File: src/rtl/div_seq.sv
// Multi-cycle DIV/DIVU sequencer: 32-step radix-2 restoring division beside the EX-stage ALU.
// Quotient lands in lo, remainder in hi; ready pulses for one cycle when they are valid.
module div_seq (
  input  logic        clk,
  input  logic        rst,
  input  logic        start,
  input  logic        signed_div,
  input  logic [31:0] a,
  input  logic [31:0] b,
  input  logic        cancel,
  output logic        stall,
  output logic        ready,
  output logic [31:0] lo,
  output logic [31:0] hi,
  output logic        div_by_zero
);
  typedef enum logic [1:0] {IDLE, BUSY, ZERO, DONE} state_t;

  state_t      state, nxt;
  logic [5:0]  cnt;
  logic [31:0] rem, quo, dvs;
  logic        sign_q, sign_r;
  logic [31:0] a_abs, b_abs;
  logic [32:0] shl, trial;
  logic [31:0] rem_n, quo_n;

  assign a_abs = (signed_div && a[31]) ? -a : a;
  assign b_abs = (signed_div && b[31]) ? -b : b;

  // One restoring step: shift in the next dividend bit, keep the trial difference if it did not borrow.
  always_comb begin
    shl   = {rem, quo[31]};
    trial = shl - {1'b0, dvs};
    rem_n = shl[31:0];
    quo_n = {quo[30:0], 1'b0};
    if (!trial[32]) begin
      rem_n = trial[31:0];
      quo_n = {quo[30:0], 1'b1};
    end
  end

  always_ff @(posedge clk or posedge rst) begin
    if (rst) state <= IDLE;
    else     state <= nxt;
  end

  always_comb begin
    nxt   = state;
    stall = 1'b0;
    case (state)
      IDLE: begin
        stall = start & ~cancel;
        if (start) nxt = (b == 32'd0) ? ZERO : BUSY;
      end
      BUSY: begin
        stall = 1'b1;
        if (cnt == 6'd31) nxt = DONE;
      end
      ZERO: begin
        stall = 1'b1;
        nxt   = DONE;
      end
      DONE:    nxt = IDLE;
      default: nxt = IDLE;
    endcase
    if (cancel) nxt = IDLE;
  end

  always_ff @(posedge clk or posedge rst) begin
    if (rst) begin
      cnt         <= 6'd0;
      rem         <= 32'd0;
      quo         <= 32'd0;
      dvs         <= 32'd0;
      sign_q      <= 1'b0;
      sign_r      <= 1'b0;
      ready       <= 1'b0;
      lo          <= 32'd0;
      hi          <= 32'd0;
      div_by_zero <= 1'b0;
    end else begin
      ready <= 1'b0;
      case (state)
        IDLE: if (start && !cancel) begin
          cnt <= 6'd0;
          rem <= 32'd0;
          if (b == 32'd0) begin
            quo <= a;  // raw dividend is reported as the remainder
          end else begin
            quo    <= a_abs;
            dvs    <= b_abs;
            sign_q <= signed_div & (a[31] ^ b[31]);
            sign_r <= signed_div & a[31];
          end
        end
        BUSY: if (!cancel) begin
          rem <= rem_n;
          quo <= quo_n;
          cnt <= cnt + 6'd1;
          if (cnt == 6'd31) begin
            lo          <= sign_q ? -quo_n : quo_n;
            hi          <= sign_r ? -rem_n : rem_n;
            div_by_zero <= 1'b0;
            ready       <= 1'b1;
          end
        end
        ZERO: if (!cancel) begin
          lo          <= 32'hFFFF_FFFF;
          hi          <= quo;
          div_by_zero <= 1'b1;
          ready       <= 1'b1;
        end
        default: ;
      endcase
    end
  end
endmodule

File: config.mk
export PLATFORM = sky130hd
export DESIGN_NAME = div_seq
export DESIGN_NICKNAME = d
export VERILOG_FILES = /design/src/rtl/div_seq.sv
export SDC_FILE = /design/constraint.sdc
export NUM_CORES = 1
export LEC_CHECK = 0
export ABC_AREA = 1
export CAP_MARGIN = 20
export CORE_MARGIN = 2
export CORE_UTILIZATION = 30
export DETAILED_ROUTE_END_ITERATION = 16
export PLACE_DENSITY = 0.59
export SLEW_MARGIN = 25
export SYNTH_ARGS = -nofsm -noshare
export SYNTH_HDL_FRONTEND = slang
export SYNTH_SLANG_ARGS = --single-unit
File: constraint.sdc
create_clock -name clk -period 13.4 [get_ports clk]
set_clock_uncertainty 0.15 [all_clocks]
set_input_delay 4.02 -clock clk [delete_from_list [all_inputs] [get_ports clk]]
set_output_delay 4.02 -clock clk [all_outputs]
set_load 0.01 [all_outputs]
==> metrics.md <==
| Metric | Value |
|---|---|
| Num rows | `78` |
| Final hold violation count | `0` |
| Crit-path cells | `clkdlybuf4s50_1 -> nand2_1 -> nor2_1 -> inv_1 -> a21oi_1 -> clkdlybuf4s50_1` |
| Net count after synthesis | `2215` |
| Post-synth EDFFs | `0` |
| Share of cells above drive strength 1 | `5.31%` |
| Sequential share of the synthesized area | `between 30% and 40%` |
| Total gr overflow | `0` |
| Max-slew headroom | `38.8%` |
| Setup slack, reg-to-reg | `8.19 ns` |
| Tmin final | `9.65 ns` |
| Worst Max-Slew Pin Slew | `0.918 ns` |
| Initial drt markers | `~1300` |
| Antenna violations before repair | `0` |
| Remaining antenna violation count after routing | `0` |
| Setup crit start kind | `input pin` |
| DP HPWL | `36900 um` |
| RSZ-0062 raised after global routing | `false` |
| WP data required | `around 9 ns` |
| Die height | `217 um` |
| Commonest cells after routing, fill and taps aside | `694 x nand2_1, 305 x inv_1, 204 x nor2_1` |
| Wire length per cell | `16.7 um` |
| Synth Cell Area | `0.0136 mm^2` |
| CTS tree | `built` |
| Most common cell on crit path | `clkdlybuf4s50_1` |
| Largest area contributor in the netlist | `dfrtp_1` |
| Maxcap violations | `0` |
| GP Congestion | `roughly 0.93` |
| Crit end category | `output port` |
| Synth cell types | `48` |
| Num CTS Buffers | `17` |
| Die W | `217 um` |
| Ant diodes | `0` |
| Max Slew Vio Count | `0` |
| Setup TNS | `0 ns` |
| Via density | `4.90` |
| Asr flop ratio synth | `100%` |
| Worst-path clk slew | `0.07 ns` |
| Worst path max stage delay | `0.56 ns` |
| Status | `completed` |
| Largest cells by area after synthesis | `dfrtp_1 32%, nand2_1 19%, inv_1 8.4%` |
| Htree depth | `4` |
| Synth top area share | `31.6%` |
| I/O pin cnt | `about 140` |
| Initial Utilization | `30.2%` |
| Synth Register Bits | `172` |
| DR vias | `13800` |
| Kind of critical path | `in -> out` |
| Clock sinks | `172` |
| Buffers on Ports | `roughly 140` |
| Largest delay contributor family on the critical path | `buffers and inverters` |
| CP max-delay cell | `clkdlybuf4s50_1` |
| Root Buffer | `clkbuf_16` |
| Area delta synth->final | `18.1%` |
| Period utilization | `~72%` |
| Clk buf depth | `2` |
| Synth Instances | `2104` |
| Setup violators final | `0` |
| Post-CTS setup buffers | `0` |
| Fmax | `0.104 GHz` |
| DRT Wirelength | `47200 um` |
| Largest net degree at the start of global routing | `82` |
| Clock Latency Late Sink | `0.48 ns` |
| Main synth FF type | `dfrtp_1` |
| Post-layout nets | `2321` |
| First-pass GRT wire length | `75400 um` |
| Syn avg cell area | `between 6 and 7 um^2` |
| Vias in the first global route | `13600` |
| Synth Warn # | `0` |
| 1st-pass router iterations | `6` |
| Total Routing Usage GR | `between 20 and 25%` |
| Hold_buf cts | `0` |
| Commonest non-fill, non-tap cell in the layout | `nand2_1` |
| Post-CTS resize count | `0` |
| CP Buf/Inv Count | `3` |
| Full die area | `0.0472 mm^2` |
| CP Max Fanout | `3` |
| Critical Path AT | `5.48 ns` |
| Hold WC Path Type | `reg -> reg` |
| Core ar. | `0.0451 mm^2` |
| Drc violations | `0` |
worst register-to-register path: cells and delay by family (launching register included):
kind | cells | cell delay, ns
compound gates | 2 | 0.23
fa+ha+maj | 3 | 0.95
buf+inv | 4 | 0.38
flops | 1 | 0.33
simple gates | 22 | 3.07
cells by family after synthesis:
| group | synth area share, % |
|---|---|
| DFF | 31.6 |
| and+or+nand+nor | 35.8 |
| AOI/OAI and AO/OA | 12.3 |
| adders and majority gates | 3.91 |
| buffers and inverters | 11.1 |
| xor gates and xnor gates | 5.33 |
worst paths after layout:
kind | from | end | depth (start not counted)
worst max-delay path | start | stall | 6
worst min-delay path | hi[24] | hi[24] | 2
worst max register to register | quo[31] | lo[30] | 31
worst min register to register | hi[24] | hi[24] | 2
max in group asynchronous | rst | dvs[8] | 4
min in group asynchronous | rst | lo[21] | 2
flip-flops by register name, indices dropped and copies added, names as in the netlist:
| signal | cells |
|---|---|
| cnt | 6 |
| div_by_zero | 1 |
| dvs | 32 |
| hi | 32 |
| lo | 32 |
| quo | 32 |
| ready | 1 |
| rem | 32 |
| sign_q | 1 |
| sign_r | 1 |
| state | 2 |
cell type report:
class | instances | area, um^2
clock buffers | 19 | 443
clock inverters | 13 | 130
fillers | 4896 | 29000
inverters | 319 | 1200
multi-input cells | 1552 | 7820
flip-flops and latches | 172 | 4300
well taps | 600 | 751
repair buffers | 148 | 1450
per-stage QoR:
stage,setup slack [ns],hold WS (ns),std cells,util [%],cell area [um^2]
after global placement,3.70,0.312,2791,34.4,15500
after global routing,3.66,0.364,2823,35.7,16100
after detailed placement,3.75,0.312,2791,34.4,15500
after CTS,3.73,0.331,2823,35.7,16100
after floorplan,4.57,0.303,2104,-,13600
final,3.75,0.329,2823,35.7,16100
metal layers:
metal,vias up,share of wire [%],track usage (%)
met1,6442,46,28.3
met5,-,0,0
li1,6902,-,-
met3,86,4.9,2.66
met2,415,45,32.6
met4,0,3.7,8.08
synth_stat cells (7+ instances only):
cell / instances
dfrtp_1: 172
nand2_4: 8
nor2_2: 12
nand3b_1: 8
nor3_1: 21
o21ai_0: 90
o221ai_1: 40
nand2_2: 30
o21ai_1: 8
nand3_1: 123
o211ai_1: 7
nand4_1: 22
nand2_1: 695
nor2_1: 205
xor2_1: 66
clkbuf_1: 41
inv_2: 8
ha_1: 41
a31oi_1: 12
o22ai_1: 41
a21oi_1: 67
xnor2_1: 17
inv_1: 306
Power is not shown: default switching activity piles up to over one toggle a cycle in this logic, so the estimate is an artifact.
